File: config.mk
export PLATFORM = sky130hd
export DESIGN_NAME = button_conditioner_flat
export DESIGN_NICKNAME = d
export VERILOG_FILES = /design/src/rtl/button_conditioner_if.sv /design/src/rtl/button_conditioner.sv /design/src/flat_wrapper.sv
export SDC_FILE = /design/constraint.sdc
export NUM_CORES = 1
export LEC_CHECK = 0
export CORE_ASPECT_RATIO = 1.75
export CORE_MARGIN = 2
export CORE_UTILIZATION = 55
export CTS_CLUSTER_DIAMETER = 40
export CTS_CLUSTER_SIZE = 40
export DETAILED_ROUTE_END_ITERATION = 8
export HOLD_SLACK_MARGIN = 0.12
export MAX_ROUTING_LAYER = met4
export PLACE_DENSITY = 0.69
export SYNTH_ARGS = -nofsm -noshare
export SYNTH_HDL_FRONTEND = slang
export SYNTH_SLANG_ARGS = --single-unit
File: constraint.sdc
create_clock -name clk -period 3.23 [get_ports clk]
set_input_delay 0.4845 -clock clk [delete_from_list [all_inputs] [get_ports clk]]
set_output_delay 0.4845 -clock clk [all_outputs]
set_load 0.01 [all_outputs]
File: src/rtl/button_conditioner_if.sv
// button_conditioner_if: raw button inputs and conditioned command outputs
interface button_conditioner_if;
  logic       btn_up;
  logic       btn_down;
  logic       btn_sel;
  logic       up_pulse;
  logic       down_pulse;
  logic       sel_pulse;
  logic       sel_mode;
  logic [2:0] deb_state;
  modport master (
    output btn_up, btn_down, btn_sel,
    input  up_pulse, down_pulse, sel_pulse, sel_mode, deb_state
  );
  modport slave (
    input  btn_up, btn_down, btn_sel,
    output up_pulse, down_pulse, sel_pulse, sel_mode, deb_state
  );
endinterface

File: src/rtl/button_conditioner.sv
// button_conditioner: sync, debounce and pulse/repeat generation for UP, DOWN and SEL buttons
module button_conditioner #(
  parameter int DEB_CYCLES   = 1_000_000,
  parameter int REPEAT_DELAY = 50_000_000,
  parameter int REPEAT_RATE  = 10_000_000,
  parameter int CNT_W        = 26
) (
  input logic clk,
  input logic reset,
  button_conditioner_if.slave bus
);
  localparam logic [1:0] IDLE   = 2'd0;
  localparam logic [1:0] FIRST  = 2'd1;
  localparam logic [1:0] WAIT   = 2'd2;
  localparam logic [1:0] REPEAT = 2'd3;
  localparam logic [CNT_W-1:0] DEB_LAST = CNT_W'(DEB_CYCLES - 1);
  localparam logic [CNT_W-1:0] RD_LAST  = CNT_W'(REPEAT_DELAY - 1);
  localparam logic [CNT_W-1:0] RR_LAST  = CNT_W'(REPEAT_RATE - 1);
  localparam logic [CNT_W-1:0] ONE      = CNT_W'(1);
  logic [2:0] raw, s1, s2, deb, deb_q;
  logic [1:0] p_q;
  logic       both, sel_p, mode;
  assign raw  = {bus.btn_sel, bus.btn_down, bus.btn_up};
  assign both = deb[0] & deb[1];
  // two-flop synchronisers, the only consumers of the raw buttons
  always_ff @(posedge clk)
    if (!reset) begin
      s1 <= '0;
      s2 <= '0;
    end else begin
      s1 <= raw;
      s2 <= s1;
    end
  // previous debounced levels for rising-edge detection
  always_ff @(posedge clk)
    if (!reset) deb_q <= '0;
    else deb_q <= deb;
  for (genvar i = 0; i < 3; i++) begin : g_deb
    logic             lvl;
    logic [CNT_W-1:0] cnt;
    assign deb[i] = lvl;
    // accept a level change only after DEB_CYCLES consecutive differing samples
    always_ff @(posedge clk)
      if (!reset) begin
        lvl <= 1'b0;
        cnt <= '0;
      end else if (s2[i] == lvl) cnt <= '0;
      else if (cnt >= DEB_LAST) begin
        lvl <= s2[i];
        cnt <= '0;
      end else cnt <= cnt + ONE;
  end
  for (genvar i = 0; i < 2; i++) begin : g_rep
    logic [1:0]       st;
    logic [CNT_W-1:0] tmr;
    logic             p;
    assign p_q[i] = p;
    // press/hold FSM; tmr counts cycles since the last emitted pulse so the
    // first repeat lands exactly REPEAT_DELAY after the first pulse
    always_ff @(posedge clk)
      if (!reset || !deb[i] || both) begin
        st  <= IDLE;
        tmr <= '0;
        p   <= 1'b0;
      end else begin
        p   <= 1'b0;
        tmr <= (tmr == '1) ? tmr : tmr + ONE;
        if (st == IDLE && !deb_q[i]) begin
          st  <= FIRST;
          tmr <= '0;
          p   <= 1'b1;
        end else if (st == FIRST) st <= WAIT;
        else if (st == WAIT && tmr >= RD_LAST) begin
          st  <= REPEAT;
          tmr <= '0;
          p   <= 1'b1;
        end else if (st == REPEAT && tmr >= RR_LAST) begin
          tmr <= '0;
          p   <= 1'b1;
        end
      end
  end
  // SEL: one pulse per debounced press, mode flips on the edge after the pulse
  always_ff @(posedge clk)
    if (!reset) begin
      sel_p <= 1'b0;
      mode  <= 1'b0;
    end else begin
      sel_p <= deb[2] & ~deb_q[2];
      mode  <= mode ^ sel_p;
    end
  assign bus.up_pulse   = p_q[0] & ~both;
  assign bus.down_pulse = p_q[1] & ~both;
  assign bus.sel_pulse  = sel_p;
  assign bus.sel_mode   = mode;
  assign bus.deb_state  = deb;
endmodule

File: src/flat_wrapper.sv
// flat-port wrapper written by rule: the top's interface ports become plain ports
module button_conditioner_flat 
#(
  parameter int DEB_CYCLES   = 1_000_000,
  parameter int REPEAT_DELAY = 50_000_000,
  parameter int REPEAT_RATE  = 10_000_000,
  parameter int CNT_W        = 26
)
  (clk, reset, bus_btn_up, bus_btn_down, bus_btn_sel, bus_up_pulse, bus_down_pulse, bus_sel_pulse, bus_sel_mode, bus_deb_state);
  button_conditioner_if bus_i ();
  input logic clk;
  input logic reset;
  input wire logic [$bits(bus_i.btn_up)-1:0] bus_btn_up;
  input wire logic [$bits(bus_i.btn_down)-1:0] bus_btn_down;
  input wire logic [$bits(bus_i.btn_sel)-1:0] bus_btn_sel;
  output wire logic [$bits(bus_i.up_pulse)-1:0] bus_up_pulse;
  output wire logic [$bits(bus_i.down_pulse)-1:0] bus_down_pulse;
  output wire logic [$bits(bus_i.sel_pulse)-1:0] bus_sel_pulse;
  output wire logic [$bits(bus_i.sel_mode)-1:0] bus_sel_mode;
  output wire logic [$bits(bus_i.deb_state)-1:0] bus_deb_state;
  assign bus_i.btn_up = bus_btn_up;
  assign bus_i.btn_down = bus_btn_down;
  assign bus_i.btn_sel = bus_btn_sel;
  assign bus_up_pulse = bus_i.up_pulse;
  assign bus_down_pulse = bus_i.down_pulse;
  assign bus_sel_pulse = bus_i.sel_pulse;
  assign bus_sel_mode = bus_i.sel_mode;
  assign bus_deb_state = bus_i.deb_state;
  button_conditioner #(.DEB_CYCLES(DEB_CYCLES), .REPEAT_DELAY(REPEAT_DELAY), .REPEAT_RATE(REPEAT_RATE), .CNT_W(CNT_W)) u_core (.clk(clk), .reset(reset), .bus(bus_i));
endmodule
Word level (Yosys, flattened, before mapping)
Index checks and enable logic that the tools add are counted.
{"block": "classes", "n_addsub": 5, "order_cmp": 7, "eq_ne": 11, "muxes": 22, "bitwise": 11, "reduce_logical": 29}
{"operator": "26-bit two-way mux", "count": 8}
{"operator": "26-bit by 1-bit adder with 26-bit output (second input constant)", "count": 5}
{"operator": "26-bit by 20-bit greater-or-equal comparator with 1-bit output (second input constant)", "count": 3}
{"operator": "26-bit == test (second input constant)", "count": 2}
{"operator": "26-bit by 24-bit greater-or-equal comparator with 1-bit output (second input constant)", "count": 2}
{"operator": "26-bit greater-or-equal comparator (second input constant)", "count": 2}
{"operator": "1-bit two-way mux", "count": 10}
{"operator": "3-bit OR reduction", "count": 3}
{"operator": "2-bit == test (second input constant)", "count": 4}
{"operator": "2-bit two-way mux", "count": 4}
{"operator": "1-bit logical AND", "count": 6}
{"operator": "1-bit inverter", "count": 6}
{"operator": "2-bit AND reduction", "count": 3}
{"operator": "3-bit nonzero test", "count": 2}
{"operator": "1-bit logical NOT", "count": 5}
{"operator": "1-bit AND", "count": 4}
{"operator": "2-bit by 1-bit == test with 1-bit output (second input constant)", "count": 2}
{"operator": "2-bit logical NOT", "count": 2}
{"operator": "1-bit logical OR", "count": 4}
{"operator": "2-bit nonzero test", "count": 2}
{"operator": "2-bit OR reduction", "count": 2}
{"operator": "1-bit == test", "count": 3}
{"operator": "1-bit XOR", "count": 1}
{"block": "word_totals", "reg_bits": 150, "inputBits": 5, "output_inout_bits": 7, "elab_cells": 104}

Longest topological paths before layout
{"block": "logic_depth", "depth_word": 6, "mapped_depth": 9, "ltp_nobuf": 7}

Worst setup path after synthesis
Ideal clock, no wire load.
{"block": "synth_path", "path_type": "reg-to-reg", "start": "register u_core.g_rep[0].tmr[16]", "end": "register u_core.g_rep[0].tmr[19]", "setup_time_ns": 0.115, "arrival_ns": 1.883, "required_time_ns": 3.115, "setup_slack_ns": 1.232, "path_stages_with_launch": 9, "path_buffers": 2, "period_less_slack_ns": 1.998, "path_cell_list": "dfxtp_1 -> buf_2 -> or4_4 -> nor4_2 -> o311ai_1 -> a211o_1 -> nand2_4 -> buf_6 -> nor2_1"}
{"block": "synth_via", "elab_chain_cells": 5, "word_cells_on_any_way": 10, "cone_classes": "add/sub (1); order compare (2); eq/ne (1); mux (4); reduce/logical (2)"}
{"item": "start: declaration", "line_no": "button_conditioner.sv:55", "text": "logic [CNT_W-1:0] tmr;"}
{"item": "start signal: assignment", "line_no": "button_conditioner.sv:67", "text": "tmr <= (tmr == '1) ? tmr : tmr + ONE;"}
{"item": "26-bit by 1-bit adder with 26-bit output (tied with other cells)", "line_no": "button_conditioner.sv:67"}
{"item": "26-bit two-way mux / 1-bit logical AND (equally long branches)", "line_no": "button_conditioner.sv:67, button_conditioner.sv:77"}
{"item": "26-bit two-way mux", "line_no": "button_conditioner.sv:77", "text": "end else if (st == REPEAT && tmr >= RR_LAST) begin"}
{"item": "26-bit two-way mux", "line_no": "button_conditioner.sv:73", "text": "else if (st == WAIT && tmr >= RD_LAST) begin"}
{"item": "26-bit two-way mux (*)", "line_no": "button_conditioner.sv:72", "text": "end else if (st == FIRST) st <= WAIT;"}
Mark *: on every way between the ends. The rest lies on a longest branch, timed or not.
A chain may end at the register's enable or synchronous reset.

Worst setup path after layout
{"block": "layout_path", "start": "register u_core.g_deb[1].cnt[2]", "end": "register u_core.g_deb[1].cnt[0]"}
{"block": "layout_via", "elab_chain_cells": 2}
{"item": "start: declaration", "line_no": "button_conditioner.sv:40", "text": "logic [CNT_W-1:0] cnt;"}
{"item": "start signal: assignment", "line_no": "button_conditioner.sv:51", "text": "end else cnt <= cnt + ONE;"}
{"item": "26-bit by 20-bit greater-or-equal comparator with 1-bit output", "line_no": "button_conditioner.sv:48", "text": "else if (cnt >= DEB_LAST) begin"}
{"item": "3-bit OR reduction (no line)"}
No other way between the ends.

==> metrics <==
fraction of final layout cells sized beyond drive strength 1 5.433%; initial standard-cell utilization of the core between 50% and 60%; number of nets in the layout between 700 and 800; Warnings, synthesis 0; Filler cells roughly 1000; final wirelength 11850 um; post-layout minimum cycle time around 2.5 ns; DR pass1 iterations 7; Post-CTS Setup Inserts 0; PD cells around 530 nW/um^2; share of synthesized flip-flops with an asynchronous set or reset 0%; maximum number of pins on one net before global-route repair 27; delay-heaviest family, CP simple AND/OR/NAND/NOR gates; Rows 52; largest driver fanout on the critical path 20; Synth Flop Type sky130_fd_sc_hd__dfxtp_1; worst vdd ir 0.0004289 V; number of antenna violations at the first check in global routing 0; failing checks design-rule violations; count of buffer and inverter cells on the critical path 0; HPWL Detailed 8361 um; Hold Buf Count CTS 0; endpoints failing hold 0; wire length of the first global-routing pass 20920 um; area of the die 12610 sq um; Max-slew headroom ~33%; area inside the core boundary 11520 sq um; number of enable-type register cells in the synthesized netlist 0; maximum clock frequency 406.9 MHz; Setup violations, final 0; DR DRC count 1; Post-Place Setup Slack roughly 0.53 ns; WP data arrival 2.78 ns; CP Cell Sequence and4_1 > a2111o_1 > a211oi_1 > o31a_1 > nand3_1 > nor2_1; share of the yosys chip area belonging to registers 46.70%; setup repair after global routing missed its margin false; number of global-route vias before repair 5045; launching element type of the critical path flip-flop; post-layout worst setup margin 0.7722 ns; kind of end point of the critical path flip-flop; Max-cap violations 0; outcome finished with violations; GRT Residual Overflow 0; final weighted congestion in routability-driven placement slightly below 0.9; number of top-level pins 12; count of mapped cells out of synthesis 738; worst setup path category reg -> reg; CTS Root Cell sky130_fd_sc_hd__clkbuf_16; maximum level of the CTS H-tree 4; number of antenna cells inserted 0; Leakage Power roughly 2.5 nW; number of gates resized after CTS 0; routed wire length per instance about 13 um; number of routed nets with antenna violations 0; kind of path behind the tightest hold check reg -> reg; worst-skew pair later-pin latency 0.41 ns; clock slew seen by the registers of the worst setup and hold paths 0.06 ns; final count of pins violating max slew 0; Worst Tran Pin Value 0.9994 ns; Tot GR Track Use 20.77%; via count of the routed design approximately 5000; largest stage delay on the critical path 0.54 ns; summed negative setup slack over all endpoints 0 ns; total standard cell area after synthesis between 6000 and 7000 sq um; ratio of final minimum period to clock period 76.09%; number of buffers inserted during clock tree synthesis 17; port buffer count 11; Worst EP required 3.55 ns; clock tree from TritonCTS yes; area added between synthesis and finish 12.78%; initial DRC count between 200 and 250; die boundary width 85.74 um; vertical extent of the die 147.0 um; register bit total from synthesis 150; clk buf depth 2; clk_skew 0.01095 ns; slowest stage cell, crit path sky130_fd_sc_hd__nand3_1; syn_area_per_cell 8.713 sq um; number of distinct library cells after synthesis 54; Clock Sinks 150; post-detailed-route via-to-cell ratio roughly 5.5
[kinds of logic (layout without fill, tap and decap cells)]
family	after synthesis	count (layout)	share of synthesized area, %
simple gates	382	382	29.17
other cells	1	18	0.05832
flops	150	150	46.70
xor+xnor	99	99	13.49
buf+inv	39	57	2.841
mux	4	4	0.6227
compound gates	58	58	6.149
fa+ha+maj	5	5	0.9730
[stage by stage]
| step | area (sq um) | power (mW) | hold WS [ns] | instances | utilization [%] |
|---|---|---|---|---|---|
| 5_1_grt | 7252 | 4.017 | 0.4043 | 908 | 62.97 |
| 6_report | 7252 | 3.878 | 0.3842 | 908 | 62.97 |
| 3_5_place_dp | 6658 | 1.947 | 0.3781 | 877 | 57.81 |
| 4_1_cts | 7252 | 3.922 | 0.3871 | 908 | 62.97 |
| 3_3_place_gp | 6658 | 1.945 | 0.3706 | 877 | 57.81 |
| 2_1_floorplan | 6494 | 1.932 | 0.3681 | 755 | - |
[registers in the layout (all words and copies together), names as in the netlist]
signal and cells:
u_core.bus.sel_mode 1, u_core.deb_q 3, u_core.bus.sel_pulse 1, u_core.g_deb.lvl 3
u_core.g_rep.p 2, u_core.s1 3, u_core.g_rep.st 4, u_core.s2 3
u_core.g_rep.tmr 52, u_core.g_deb.cnt 78
[power breakdown]
group	total, mW	switching (mW)	internal, mW
registers	1.88	0.00693	1.87
clock network	1.97	0.741	1.23
logic	0.0298	0.0138	0.0161
total	3.88	0.762	3.12
[layout make-up]
class	count	area, sq um	share of cell area [%]
clock buffer	19	442.9	6.108
clock inverter	12	151.4	2.088
inverter	12	45.04	0.6211
multi-input combinational	566	3308	45.62
sequential	150	3003	41.41
tap	135	168.9	2.329
timing repair buffer	14	132.6	1.829
[path summary, 6_finish.rpt]
path | start | cells past startpoint | slack [ns] | endpoint
min | u_core.deb_q[2] | 1 | 0.38 | u_core.bus.sel_pulse
max | u_core.g_deb[1].cnt[2] | 6 | 0.77 | u_core.g_deb[1].cnt[0]
min reg2reg | u_core.deb_q[2] | 1 | 0.38 | u_core.bus.sel_pulse
max reg2reg | u_core.g_deb[1].cnt[2] | 6 | 0.77 | u_core.g_deb[1].cnt[0]
[worst reg2reg max path: cells and delay by family (launching register included)]
| kind | cells | cell delay [ns] |
|---|---|---|
| DFF | 1 | 0.35 |
| AOI/OAI and AO/OA | 3 | 0.97 |
| and+or+nand+nor | 3 | 1.07 |
[Yosys cell counts (all sizes together), types with 13 or more instances]
master	number	area share [%]
nor3	26	2.0
xor2	53	7.2
buf	13	1.3
nand4	18	1.8
nor2	148	8.6
xnor2	46	6.3
and2	15	1.5
nand3	54	4.2
and3	22	2.1
dfxtp	150	47
nand2	50	3.0
clkbuf	14	0.82
a21oi	13	1.0
[metal layers]
metal  up-vias  track usage [%]  wire length (um)
met5         -                -                 0
met4         0            8.730               161
met3        10            4.719               197
met2        69            37.46              6482
met1      2360            21.12              5013
li1       2558                -                 -
[cell usage in the layout (no fill, tap or decap), types with 8 or more instances in the layout]
master / count
sky130_fd_sc_hd__and4_1: 10
sky130_fd_sc_hd__and2_1: 15
sky130_fd_sc_hd__a21oi_1: 13
sky130_fd_sc_hd__nand3_1: 54
sky130_fd_sc_hd__nor4_1: 8
sky130_fd_sc_hd__clkdlybuf4s50_1: 11
sky130_fd_sc_hd__o21ai_0: 11
sky130_fd_sc_hd__nor2_1: 148
sky130_fd_sc_hd__xor2_1: 53
sky130_fd_sc_hd__and3_1: 22
sky130_fd_sc_hd__inv_1: 12
sky130_fd_sc_hd__clkbuf_16: 17
sky130_fd_sc_hd__dfxtp_1: 150
sky130_fd_sc_hd__nor3_1: 26
sky130_fd_sc_hd__conb_1: 18
sky130_fd_sc_hd__xnor2_1: 46
sky130_fd_sc_hd__nand4_1: 18
sky130_fd_sc_hd__nand2_1: 49
No activity file was read; power rests on OpenSTA's default activity.
